===== config.mk =====
export PLATFORM = sky130hd
export DESIGN_NAME = rgb_led_sequencer_flat
export DESIGN_NICKNAME = d
export VERILOG_FILES = /design/src/rtl/rgb_led_sequencer_pkg.sv /design/src/rtl/rgb_led_sequencer_if.sv /design/src/rtl/rgb_led_sequencer_pwm3.sv /design/src/rtl/rgb_led_sequencer.sv /design/src/flat_wrapper.sv
export SDC_FILE = /design/constraint.sdc
export NUM_CORES = 1
export LEC_CHECK = 0
export ABC_AREA = 1
export CORE_UTILIZATION = 51
export DETAILED_ROUTE_END_ITERATION = 8
export GPL_ROUTABILITY_DRIVEN = 0
export PLACE_DENSITY = 0.73
export SETUP_SLACK_MARGIN = 0.1
export SYNTH_ARGS = -nofsm -noshare
export SYNTH_HDL_FRONTEND = slang
export SYNTH_SLANG_ARGS = --single-unit

===== constraint.sdc =====
create_clock -name hw_clk -period 3.6 [get_ports hw_clk]
set_input_delay 0.9 -clock hw_clk [delete_from_list [all_inputs] [get_ports hw_clk]]
set_output_delay 0.9 -clock hw_clk [all_outputs]
set_load 0.005 [all_outputs]

===== src/rtl/rgb_led_sequencer_pkg.sv =====
// Shared types and colour table for the RGB LED sequencer.
package rgb_led_pkg;

  localparam int NUM_COLOURS = 3;

  typedef enum logic [2:0] {
    S_IDLE,
    S_STATIC,
    S_RAMP_UP,
    S_HOLD,
    S_RAMP_DOWN,
    S_ADVANCE
  } state_e;

  // Table entry as a channel mask {b,g,r}; a set bit means that channel sits at max duty.
  function automatic logic [2:0] col_mask(input logic [1:0] idx);
    case (idx)
      2'd0:    return 3'b001;
      2'd1:    return 3'b010;
      default: return 3'b100;
    endcase
  endfunction

endpackage


===== src/rtl/rgb_led_sequencer_if.sv =====
// Control/status bundle between the LED control logic and the sequencer.
interface rgb_led_sequencer_if #(parameter int PWM_BITS = 8);
  logic                en;
  logic                mode;
  logic [PWM_BITS-1:0] col_r;
  logic [PWM_BITS-1:0] col_g;
  logic [PWM_BITS-1:0] col_b;
  logic                flash_req;
  logic                flash_ack;
  logic                pwm_r;
  logic                pwm_g;
  logic                pwm_b;
  logic                led_en;
  logic [1:0]          colour_idx;
  logic                busy;

  modport master (
    output en, mode, col_r, col_g, col_b, flash_req,
    input  flash_ack, pwm_r, pwm_g, pwm_b, led_en, colour_idx, busy
  );

  modport slave (
    input  en, mode, col_r, col_g, col_b, flash_req,
    output flash_ack, pwm_r, pwm_g, pwm_b, led_en, colour_idx, busy
  );
endinterface


===== src/rtl/rgb_led_sequencer_pwm3.sv =====
// Three-channel PWM: shared free-running counter, per-channel shadowed duty and registered compare.
module rgb_pwm3 #(
  parameter int PWM_BITS = 8
) (
  input  logic                     hw_clk,
  input  logic                     rst,
  input  logic [2:0][PWM_BITS-1:0] duty_i,
  output logic [2:0]               pwm_o
);

  logic [PWM_BITS-1:0]      cnt_q;
  logic [2:0][PWM_BITS-1:0] duty_sh_q;
  logic [2:0]               pwm_q;

  always_ff @(posedge hw_clk or posedge rst) begin
    if (rst) begin
      cnt_q <= '0;
    end else begin
      cnt_q <= cnt_q + 1'b1;
    end
  end

  // Shadow loads only on the last count so a period never mixes two duties.
  for (genvar ch = 0; ch < 3; ch++) begin : g_ch
    always_ff @(posedge hw_clk or posedge rst) begin
      if (rst) begin
        duty_sh_q[ch] <= '0;
        pwm_q[ch]     <= 1'b0;
      end else begin
        if (&cnt_q) duty_sh_q[ch] <= duty_i[ch];
        pwm_q[ch] <= (cnt_q < duty_sh_q[ch]);
      end
    end
  end

  assign pwm_o = pwm_q;

endmodule


===== src/rtl/rgb_led_sequencer.sv =====
// LED sequencer top: step prescaler, colour FSM, level scaling and flash arbiter feeding rgb_pwm3.
module rgb_led_sequencer
  import rgb_led_pkg::*;
#(
  parameter int PWM_BITS    = 8,
  parameter int STEP_DIV    = 46875,
  parameter int HOLD_STEPS  = 64,
  parameter int FLASH_STEPS = 16
) (
  input  logic                hw_clk,
  input  logic                rst,
  rgb_led_sequencer_if.slave  bus
);

  localparam int PRE_W = (STEP_DIV > 1) ? $clog2(STEP_DIV) : 1;
  localparam int HLD_W = (HOLD_STEPS > 1) ? $clog2(HOLD_STEPS) : 1;
  localparam int FL_W  = $clog2(FLASH_STEPS + 1);
  localparam logic [PWM_BITS-1:0] MAXV = {PWM_BITS{1'b1}};

  logic [PRE_W-1:0]    presc_q;
  logic                step;
  state_e              state_q, state_d;
  logic [PWM_BITS-1:0] level_q, level_d;
  logic [1:0]          idx_q, idx_d;
  logic [HLD_W-1:0]    hold_cnt_q, hold_cnt_d;
  logic                flash_act_q, flash_ack_q, accept;
  logic [FL_W-1:0]     flash_cnt_q;

  assign step = (presc_q == PRE_W'(STEP_DIV - 1));

  always_ff @(posedge hw_clk or posedge rst) begin
    if (rst)       presc_q <= '0;
    else if (step) presc_q <= '0;
    else           presc_q <= presc_q + 1'b1;
  end

  always_ff @(posedge hw_clk or posedge rst) begin
    if (rst) begin
      state_q    <= S_IDLE;
      level_q    <= '0;
      idx_q      <= '0;
      hold_cnt_q <= '0;
    end else begin
      state_q    <= state_d;
      level_q    <= level_d;
      idx_q      <= idx_d;
      hold_cnt_q <= hold_cnt_d;
    end
  end

  // en drop beats everything, including an active flash; otherwise a flash freezes the sequencer.
  always_comb begin
    state_d    = state_q;
    level_d    = level_q;
    idx_d      = idx_q;
    hold_cnt_d = hold_cnt_q;
    if (!bus.en) begin
      state_d    = S_IDLE;
      level_d    = '0;
      idx_d      = '0;
      hold_cnt_d = '0;
    end else if (!flash_act_q) begin
      case (state_q)
        S_IDLE, S_STATIC: begin
          if (bus.mode) begin
            state_d    = S_RAMP_UP;
            level_d    = '0;
            idx_d      = '0;
            hold_cnt_d = '0;
          end else begin
            state_d = S_STATIC;
          end
        end
        default: begin
          if (!bus.mode) begin
            state_d = S_STATIC;
          end else begin
            case (state_q)
              S_RAMP_UP: if (step) begin
                level_d = level_q + 1'b1;
                if (level_q == MAXV - 1'b1) begin
                  state_d    = S_HOLD;
                  hold_cnt_d = '0;
                end
              end
              S_HOLD: if (step) begin
                if (hold_cnt_q == HLD_W'(HOLD_STEPS - 1)) state_d = S_RAMP_DOWN;
                else                                     hold_cnt_d = hold_cnt_q + 1'b1;
              end
              S_RAMP_DOWN: if (step) begin
                level_d = level_q - 1'b1;
                if (level_q == PWM_BITS'(1)) state_d = S_ADVANCE;
              end
              S_ADVANCE: begin
                idx_d   = (idx_q == 2'(NUM_COLOURS - 1)) ? 2'd0 : idx_q + 1'b1;
                state_d = S_RAMP_UP;
              end
              default: state_d = S_IDLE;
            endcase
          end
        end
      endcase
    end
  end

  assign accept = bus.flash_req & ~flash_act_q;

  always_ff @(posedge hw_clk or posedge rst) begin
    if (rst) begin
      flash_act_q <= 1'b0;
      flash_cnt_q <= '0;
      flash_ack_q <= 1'b0;
    end else begin
      flash_ack_q <= accept;
      if (accept) begin
        flash_act_q <= 1'b1;
        flash_cnt_q <= FL_W'(FLASH_STEPS);
      end else if (flash_act_q && step) begin
        flash_cnt_q <= flash_cnt_q - 1'b1;
        if (flash_cnt_q == FL_W'(1)) flash_act_q <= 1'b0;
      end
    end
  end

  logic [2*PWM_BITS-1:0]    prod;
  logic [PWM_BITS-1:0]      scaled;
  logic [2:0]               mask;
  logic [2:0][PWM_BITS-1:0] duty;
  logic [2:0]               pwm;

  assign prod   = {{PWM_BITS{1'b0}}, MAXV} * {{PWM_BITS{1'b0}}, level_q};
  assign scaled = prod[2*PWM_BITS-1:PWM_BITS];
  assign mask   = col_mask(idx_q);

  always_comb begin
    duty = '0;
    if (flash_act_q) begin
      duty = {3{MAXV}};
    end else if (state_q == S_STATIC) begin
      duty = {bus.col_b, bus.col_g, bus.col_r};
    end else if (state_q != S_IDLE) begin
      for (int ch = 0; ch < 3; ch++) duty[ch] = mask[ch] ? scaled : '0;
    end
  end

  rgb_pwm3 #(.PWM_BITS(PWM_BITS)) u_pwm (
    .hw_clk (hw_clk),
    .rst    (rst),
    .duty_i (duty),
    .pwm_o  (pwm)
  );

  // led_en tracks the FSM rather than raw en so reset holds it low.
  assign bus.pwm_r      = pwm[0];
  assign bus.pwm_g      = pwm[1];
  assign bus.pwm_b      = pwm[2];
  assign bus.flash_ack  = flash_ack_q;
  assign bus.led_en     = (state_q != S_IDLE) | flash_act_q;
  assign bus.colour_idx = idx_q;
  assign bus.busy       = flash_act_q | ((state_q != S_IDLE) && (state_q != S_STATIC));

endmodule


===== src/flat_wrapper.sv =====
// flat-port wrapper written by rule: the top's interface ports become plain ports
module rgb_led_sequencer_flat import rgb_led_pkg::*;
#(
  parameter int PWM_BITS    = 8,
  parameter int STEP_DIV    = 46875,
  parameter int HOLD_STEPS  = 64,
  parameter int FLASH_STEPS = 16
)
  (hw_clk, rst, bus_en, bus_mode, bus_col_r, bus_col_g, bus_col_b, bus_flash_req, bus_flash_ack, bus_pwm_r, bus_pwm_g, bus_pwm_b, bus_led_en, bus_colour_idx, bus_busy);
  rgb_led_sequencer_if #(.PWM_BITS(PWM_BITS)) bus_i ();
  input  logic hw_clk;
  input  logic rst;
  input wire logic [$bits(bus_i.en)-1:0] bus_en;
  input wire logic [$bits(bus_i.mode)-1:0] bus_mode;
  input wire logic [$bits(bus_i.col_r)-1:0] bus_col_r;
  input wire logic [$bits(bus_i.col_g)-1:0] bus_col_g;
  input wire logic [$bits(bus_i.col_b)-1:0] bus_col_b;
  input wire logic [$bits(bus_i.flash_req)-1:0] bus_flash_req;
  output wire logic [$bits(bus_i.flash_ack)-1:0] bus_flash_ack;
  output wire logic [$bits(bus_i.pwm_r)-1:0] bus_pwm_r;
  output wire logic [$bits(bus_i.pwm_g)-1:0] bus_pwm_g;
  output wire logic [$bits(bus_i.pwm_b)-1:0] bus_pwm_b;
  output wire logic [$bits(bus_i.led_en)-1:0] bus_led_en;
  output wire logic [$bits(bus_i.colour_idx)-1:0] bus_colour_idx;
  output wire logic [$bits(bus_i.busy)-1:0] bus_busy;
  assign bus_i.en = bus_en;
  assign bus_i.mode = bus_mode;
  assign bus_i.col_r = bus_col_r;
  assign bus_i.col_g = bus_col_g;
  assign bus_i.col_b = bus_col_b;
  assign bus_i.flash_req = bus_flash_req;
  assign bus_flash_ack = bus_i.flash_ack;
  assign bus_pwm_r = bus_i.pwm_r;
  assign bus_pwm_g = bus_i.pwm_g;
  assign bus_pwm_b = bus_i.pwm_b;
  assign bus_led_en = bus_i.led_en;
  assign bus_colour_idx = bus_i.colour_idx;
  assign bus_busy = bus_i.busy;
  rgb_led_sequencer #(.PWM_BITS(PWM_BITS), .STEP_DIV(STEP_DIV), .HOLD_STEPS(HOLD_STEPS), .FLASH_STEPS(FLASH_STEPS)) u_core (.hw_clk(hw_clk), .rst(rst), .bus(bus_i));
endmodule

### After elaboration in Yosys (flattened, before gate mapping)

Index checks and enable logic that the tools add are counted.

* word-level logic and storage cells: 123
* output and inout port bits: 8
* input bits: 29
* register bits: 77

* bitwise gates (word level): 4
* reductions and logical operators: 14
* mux-type cells: 50
* multipliers: 1
* $lt $le $gt $ge: 3
* equal/unequal tests: 29
* add/subtract/negate cells: 7

Operators with widths (count)
* $mux W8: 10
* $mux W24: 3
* $mux W6: 9
* $mux W3: 10
* $lt A8 B8 Y1: 3
* $ne A5 B3 Y1 const B: 4
* $add A16 B1 Y16 const B: 1
* $add A8 B1 Y8 const B: 2
* $eq A16 B16 Y1 const B: 1
* $mul A8 B8 Y16 const A: 1
* $mux W16: 1
* $mux W2: 8
* $pmux W8 S2: 1
* $reduce_and A7 Y1: 2
* $ne A4 B2 Y1 const B: 3
* $pmux W3 S4: 1
* $pmux W6 S2: 1
* $mux W5: 2
* $ne A5 B4 Y1 const B: 2
* $eq A8 B1 Y1 const B: 1
* $eq A8 B8 Y1 const B: 1
* $ne A4 B1 Y1 const B: 2
* $reduce_and A8 Y1: 1
* $sub A8 B1 Y8 const B: 1
* 29 further kinds: 37

### Longest topological paths before layout

Gate-level depths: netlist (run 1).

* depth in word-level cells: 8
* gate-level depth with buffers: 20
* depth with buffers taken out: 20

### By module

From an unflattened synthesis (run 1), not the netlist that was laid out.

* cells, all modules: 932
* area total of the unflattened synthesis: 6780.3 µm²

By module, submodules not included
* rgb_led_sequencer: cells an instance 708, times used 1, area each 4862.2 µm², sequential area each 1051.0 µm²
* rgb_pwm3: cells an instance 224, times used 1, area each 1918.1 µm², sequential area each 875.8 µm²

### Worst setup path after synthesis (run 1)

No wires, ideal clock.

* kind: register -> register
* start point: register u_core.level_q[6]
* end point: register u_core.u_pwm.duty_sh_q[23] in the netlist's numbering
* setup time: 0.077 ns
* setup slack: -0.258 ns
* path buffers: 0
* data arrival time: 3.780 ns
* required time: 3.523 ns
* period minus slack after synthesis: 3.858 ns
* cell stages (with the launch flop): 17
* path through: dfrtp_1 fa_1 fa_1 ha_1 xnor2_1 fa_1 inv_1 ha_1 nand2_1 nand2_1 nand2_1 nand2_1 a21oi_1 nand2_1 nand2_1 nand3_1 a21oi_1

* cells in the longest elaborated chain, start to end: 5

Ends and longest elaborated chain
* start, declared: RTL line rgb_led_sequencer.sv:23 `logic [PWM_BITS-1:0] level_q, level_d;`
* start signal, assigned: RTL line rgb_led_sequencer.sv:45 `level_q <= level_d;`
* $mul A8 B8 Y16: RTL line rgb_led_sequencer.sv:131 `assign prod = {{PWM_BITS{1'b0}}, MAXV} * {{PWM_BITS{1'b0}}, level_q};`
* $mux W8: RTL line rgb_led_sequencer.sv:142 `for (int ch = 0; ch < 3; ch++) duty[ch] = mask[ch] ? scaled : '0;`
* $mux W24: RTL line rgb_led_sequencer.sv:141 `end else if (state_q != S_IDLE) begin`
* $mux W24: RTL line rgb_led_sequencer.sv:139 `end else if (state_q == S_STATIC) begin`
* $mux W24: RTL line rgb_led_sequencer.sv:137 `if (flash_act_q) begin`
* end signal, assigned by index: RTL line rgb_led_sequencer_pwm3.sv:30 `if (&cnt_q) duty_sh_q[ch] <= duty_i[ch];`
* end, declared: RTL line rgb_led_sequencer_pwm3.sv:12 `logic [2:0][PWM_BITS-1:0] duty_sh_q;`

Every way passes these cells.
A chain may end at the register's enable or synchronous reset.

### Final worst setup path (run 1)

Same ends and word-level chain as after synthesis.

==> flow_summary.ini, run 1 <==
[status]
status = finished, violations left
failed_checks = setup timing

[die]
fp-row-count = 40
die_x_um = 114.7
die_area_mm2 = 0.01315
start_util_pct = 53.03
pin_count = 37
die_h_um = 114.7
coreArea_mm2 = 0.01221

[synthesis]
ys_top_cells_by_count = nand2_1 (172), inv_1 (145), nor2_1 (79)
ys_top_cells_by_area = dfrtp_1 (30%), ha_1 (14%), nand2_1 (10%)
synth_area_mm2 = 0.006476
yosys.area.top_type = dfrtp_1
synth_cell_type_count = 37
yosysMostFrequentCell = nand2_1
synth_top_area_share_pct = 29.75
yosys_warnings = 0
synth_seq_cells = 77
synth_edf_count = 0
synth_cells = 849
syn_avg_cell_area_um2 = 7.628
async_reset_ff_share_pct = 100.0
synthFlopType = dfrtp_1
seq_area_frac_synth_pct = 29.75
synth_nets = 971

[sta]
fin_skew_ps = 7.115
tightest_slew_ps = 743.8
relSlewSlack_pct = 50.36
hold_viol_final = 0
period_needed_ps = 3837
final_max_slew_viol_count = 0
rsz0062_at_grt = true
hold_slack_ps = 486.9
fmax_mhz = 260.6
timing.final.ws_setup_ps = -236.8
setup_violations = 21
period_share_pct = 106.6

[setup_path]
crit_fanout = 5
path_common_cell = nand2_2
crit_type = register to register
worstPathCellList = fa_2, fa_2, xor2_1, ha_1, inv_1, fa_1, inv_2, ha_4, nand2_2, inv_2, nand2_2, nor3_2, nand2_2, nand3_2, nand3_1, a21oi_1
crit_arrival_ps = 4100
slowest_delay_ps = 660
critPathSlowestCell = fa_2
cp.required_ps = 3860
cp-end-kind = register
worstSetupStartpointType = register

[placed_design]
port_buffers = 36
place_hpwl_um = 11820
dpl_cell_area_mm2 = 0.007337
place_inst = 1076

[power_and_ir_drop]
p_leak_nw = 4.111
power_density_mw_per_mm2 = 251.2
finalPower_w = 0.002000
peakVddDrop_v = 0.0001783

[drt]
postRouteAntennaNets = 0
vias = 5694
viasPerCell = 5.195
dr.pass1.iters = 5
drt-total-wl_um = 15590
drtIter0Drc = 316
avgRoutedWirePerCell_um = 14.22
drcViolationCount = 0

[clock_network]
cts_buffers = 9
cts_hold_buf = 0
cts_root_buffer = clkbuf_16
cts_sinks = 77
path_clk_slew_ps = 60
clkLatencyLatePin_ps = 350
tritoncts = done
clockBufferDepth = 2
htree_levels = 3

[grt]
antenna_found_initial = 0
grt_pass1_vias = 5541
grt_max_degree = 42
gr-total-overflow = 0
grt_usage_pct = 25.14
grt_pass1_wl_um = 25900

[layout]
fill_cells = 1075
seq_area_mm2 = 0.001929
fin_nets = 1046
multiInputGateArea_mm2 = 0.004298
final-instance-count-excl-fill = 1096
area_growth_pct = 22.93
num_antenna_cells = 0
design_area_mm2 = 0.007961
final_util_pct = 65.19
drive_above_1_share_pct = 20.37

[run]
drv_cap = 0

[hold_path]
hold_path_class = register to register
-- final timing paths --
path / from / endpoint / slack [ps] / depth (start not counted)
setup / recovery: u_core.level_q[6]$_DFFE_PP0P_ / u_core.u_pwm.duty_sh_q[23]$_DFFE_PP0P_ / -240 / 16
hold / removal: u_core.presc_q[0]$_DFF_PP0_ / u_core.presc_q[0]$_DFF_PP0_ / 490 / 1
setup reg to reg: u_core.level_q[6]$_DFFE_PP0P_ / u_core.u_pwm.duty_sh_q[23]$_DFFE_PP0P_ / -240 / 16
hold reg to reg: u_core.presc_q[0]$_DFF_PP0_ / u_core.presc_q[0]$_DFF_PP0_ / 490 / 1
max in group asynchronous: rst / u_core.level_q[2]$_DFFE_PP0P_ / 1950 / 3
min in group asynchronous: rst / u_core.u_pwm.cnt_q[7]$_DFF_PP0_ / 990 / 2
-- state kept, by name, indices dropped and copies added, names as in the netlist --
register and count:
u_core.hold_cnt_q 6, u_core.bus.colour_idx 2, u_core.u_pwm.pwm_o 3, u_core.flash_act_q 1, u_core.level_q 8, u_core.presc_q 16
u_core.u_pwm.cnt_q 8, u_core.bus.flash_ack 1, u_core.u_pwm.duty_sh_q 24, u_core.state_q 3, u_core.flash_cnt_q 5
-- where the power goes --
group / total (W) / internal (W) / switching (W) / leakage [nW]
Sequential: 0.000876 / 0.000870 / 0.00000512 / 0.869
Combinational: 0.000213 / 0.0000835 / 0.000129 / 3.10
Clock: 0.000912 / 0.000554 / 0.000358 / 0.139
Total: 0.00200 / 0.00151 / 0.000492 / 4.11
-- final cells by class --
cell class              count  area share, %
clock buffers              12          3.096
clock inverters             3         0.5815
inverters                 149          7.104
multi-input cells         613          53.98
flip-flops and latches     77          24.23
well taps                 168          2.640
repair buffers             74          8.361
-- through the flow --
step                      TNS (ps)  worst slack [ps]
after CTS                    -1826            -152.0
after global routing         -6426            -396.9
after global placement       -1373            -124.9
final                        -3174            -236.8
after detailed placement     -3137            -196.5
after floorplan             -451.7            -68.85
-- worst max-delay path, delay by kind of cell (launching register included) --
| kind | cells | cell delay [ps] |
|---|---|---|
| fa+ha+maj | 5 | 2240 |
| simple gates | 6 | 550 |
| flops | 1 | 410 |
| xor+xnor | 1 | 190 |
| compound gates | 1 | 190 |
| buf+inv | 3 | 170 |
-- repair_timing --
action / in CTS / in global routing
endpoints found under the setup margin: 24 / 24
pin swaps: 43 / 28
gates resized for setup: 45 / 34
setup buffers: 3 / 2
gates cloned: 0 / 0
-- kinds of logic after synthesis --
| logic type | after synthesis | synth area share [%] |
|---|---|---|
| AOI/OAI and AO/OA | 130 | 12.07 |
| buffers and inverters | 159 | 9.853 |
| xor gates and xnor gates | 29 | 3.922 |
| adders and majority gates | 93 | 20.29 |
| and+or+nand+nor | 361 | 24.11 |
| DFF | 77 | 29.75 |
-- layout by cell type, fill, tap and decap left out, types with 3 or more instances in the layout --
master / synthesis / layout
a21oi_2: 20 / 36
ha_1: 73 / 64
xnor2_1: 7 / 6
o21ai_0: 29 / 29
nand4_1: 16 / 16
nand3_1: 58 / 47
clkbuf_16: 0 / 9
o211ai_1: 4 / 4
dfrtp_1: 77 / 75
or2_2: 8 / 7
ha_4: 0 / 9
o31ai_1: 6 / 6
buf_4: 4 / 35
nor2_1: 79 / 74
a21oi_1: 55 / 37
inv_1: 145 / 128
clkdlybuf4s50_1: 0 / 36
inv_2: 4 / 18
o21ai_1: 3 / 3
a21boi_0: 4 / 4
nand3_2: 0 / 11
xor2_1: 22 / 22
a21o_1: 3 / 3
fa_2: 0 / 4
nand2_1: 172 / 144
fa_1: 20 / 16
nand2_2: 2 / 29
nor2_2: 1 / 6
nor3_1: 18 / 16
-- metal layers --
| metal | global-route usage, % | up-vias | wire (um) |
|---|---|---|---|
| met4 | 7.532 | 0 | 279 |
| met5 | 0 | - | 0 |
| met1 | 33.70 | 2665 | 7265 |
| met3 | 4.606 | 28 | 577 |
| met2 | 41.37 | 116 | 7463 |
| li1 | - | 2885 | - |
Note: power is estimated with default switching activity, not from simulation.
==> run 2: changes to the inputs <==
--- a/config.mk
+++ b/config.mk
@@ -9,7 +9,7 @@
 export CORE_UTILIZATION = 51
 export DETAILED_ROUTE_END_ITERATION = 8
 export GPL_ROUTABILITY_DRIVEN = 0
-export PLACE_DENSITY = 0.73
+export PLACE_DENSITY = 0.7
 export SETUP_SLACK_MARGIN = 0.1
 export SYNTH_ARGS = -nofsm -noshare
 export SYNTH_HDL_FRONTEND = slang
==> constraint.sdc (replaced) <==
create_clock -name hw_clk -period 4.2 [get_ports hw_clk]
set_input_delay 1.05 -clock hw_clk [delete_from_list [all_inputs] [get_ports hw_clk]]
set_output_delay 1.05 -clock hw_clk [all_outputs]
set_load 0.005 [all_outputs]
==> run 2 against run 1 <==
Net effect: the flow now finishes without violations; count of clock-buffer cells in the layout fell by 2; critical path type unchanged; worst setup slack gained 490 ps; first-iteration DRC count rose by 41%; maximum frequency fell by 2.8%; design area decreased by 6.7%; highest routed layer unchanged; largest cell class unchanged; sequential cell count unchanged.
==> flow_summary.ini, run 2 (synthesis results as in run 1) <==
[die]
start_util_pct = 53.03
die_x_um = 114.7
coreArea_mm2 = 0.01221
pin_count = 37
die_area_mm2 = 0.01315
fp-row-count = 40
die_h_um = 114.7

[drt]
vias = 5709
viasPerCell = 5.321
dr.pass1.iters = 5
drtIter0Drc = 446
postRouteAntennaNets = 0
drt-total-wl_um = 15870
drcViolationCount = 0
avgRoutedWirePerCell_um = 14.79

[grt]
grt_pass1_wl_um = 26530
grt_usage_pct = 25.94
gr-total-overflow = 0
antenna_found_initial = 0
grt_pass1_vias = 5580
grt_max_degree = 78

[clock_network]
tritoncts = done
clkLatencyLatePin_ps = 350
htree_levels = 3
cts_sinks = 77
cts_buffers = 9
cts_hold_buf = 0
path_clk_slew_ps = 70
clockBufferDepth = 2
cts_root_buffer = clkbuf_16

[sta]
rsz0062_at_grt = false
fin_skew_ps = 11.73
relSlewSlack_pct = 32.03
period_needed_ps = 3948
timing.final.ws_setup_ps = 251.7
period_share_pct = 94.01
hold_viol_final = 0
fmax_mhz = 253.3
tightest_slew_ps = 1020
setup_violations = 0
final_max_slew_viol_count = 0
fin_tns_setup_ps = 0

[layout]
fin_nets = 1022
num_antenna_cells = 0
largest_registers = u_core.u_pwm.duty_sh_q x24, u_core.presc_q x16
design_area_mm2 = 0.007426
top_register = u_core.u_pwm.duty_sh_q
drive_above_1_share_pct = 8.950
largest_reg_flops = 24
final_cell_mix = nand2_1 (171), inv_1 (142), nor2_1 (79)
final_common_cell = nand2_1
area_growth_pct = 14.66

[placed_design]
place_hpwl_um = 12130
port_buffers = 36
dpl_cell_area_mm2 = 0.007056
post-place-ws_ps = 178.6

[power_and_ir_drop]
power_density_mw_per_mm2 = 238.3
p_leak_nw = 3.969
peakVddDrop_v = 0.0001426

[setup_path]
critPathBufInv = 4
path_common_cell = nand2_1
cp-end-kind = register
crit_family = adder cells
worstPathCellList = inv_1, fa_1, inv_2, fa_2, ha_1, xnor2_1, fa_1, inv_1, ha_4, nand2_1, inv_1, nand2_1, nand2_1, nand2_1, nand3_1, nand2_1, nand3_1, a21oi_1
crit_type = register to register
reg2reg_depth = 18
worstSetupPathDepth = 18
crit_arrival_ps = 4220
cp.required_ps = 4470
slowest_delay_ps = 540
r2r_setup_slack_ps = 250
crit_fanout = 5
worstSetupStartpointType = register
critPathSlowestCell = fa_1

[run]
drv_cap = 0

[hold_path]
whs_path_depth = 1
hold_path_class = register to register

[status]
status = finished clean
## run 2: changes by cell type in the layout (fill, tap and decap cells not counted), moves of 14 or more
cell | before | now
nand2_2 | 29 | 3
a21oi_1 | 37 | 53
inv_1 | 128 | 142
a21oi_2 | 36 | 22
buf_4 | 35 | 14
nand2_1 | 144 | 171
## run 2: power breakdown
part           switching, W  leakage [nW]  total, W  internal [W]
Sequential       0.00000629         0.870  0.000752      0.000746
Combinational      0.000103          2.94  0.000160     0.0000568
Clock              0.000337         0.156  0.000858      0.000521
Total              0.000446          3.97   0.00177       0.00132
## run 2: worst register-to-register path, cell delays in order, from the launching register on
cell and delay [ps]:
dfrtp_2 430, inv_1 90, fa_1 420, inv_2 120, fa_2 480, ha_1 350
xnor2_1 160, fa_1 540, inv_1 70, ha_4 260, nand2_1 90, inv_1 70
nand2_1 120, nand2_1 90, nand2_1 90, nand3_1 80, nand2_1 120, nand3_1 90
a21oi_1 170
## run 2: through the flow
step                      instances  total power, W  util, %  hold slack [ps]
final                          1073        0.001770    60.81            490.8
after global routing           1073        0.001835    60.81            505.4
after CTS                      1070        0.001788    60.37            495.2
after detailed placement       1054       0.0009244    57.78            486.4
after global placement         1054       0.0009194    57.78            476.9
after floorplan                 849       0.0008606        -            451.8
## run 2: routing by layer
| layer | GRT usage (%) | part of all wire (%) |
|---|---|---|
| met1 | 35.67 | 47 |
| met2 | 41.82 | 47 |
| met3 | 3.335 | 4.9 |
| met4 | 9.610 | 1.8 |
| met5 | 0 | 0 |
## run 2: cell type report
type	count	area, um2
Tap cell	168	210.2
Clock inverter	6	87.58
Multi-Input combinational cell	613	3946
Clock buffer	10	229.0
Timing Repair Buffer	50	465.4
Inverter	149	559.3
Fill cell	1089	4786
Sequential cell	77	1928
## run 2: timing repair
item	4_1_cts	5_1_grt
endpoints found under the setup margin	0	24
resized for setup	0	10
buffers inserted	0	3
## run 2: path summary, 6_finish.rpt
kind | start | to
max | u_core.level_q[4]$_DFFE_PP0P_ | u_core.u_pwm.duty_sh_q[13]$_DFFE_PP0P_
min | u_core.presc_q[0]$_DFF_PP0_ | u_core.presc_q[0]$_DFF_PP0_
max reg2reg | u_core.level_q[4]$_DFFE_PP0P_ | u_core.u_pwm.duty_sh_q[13]$_DFFE_PP0P_
min reg2reg | u_core.presc_q[0]$_DFF_PP0_ | u_core.presc_q[0]$_DFF_PP0_
max in group asynchronous | rst | u_core.level_q[4]$_DFFE_PP0P_
min in group asynchronous | rst | u_core.u_pwm.cnt_q[7]$_DFF_PP0_
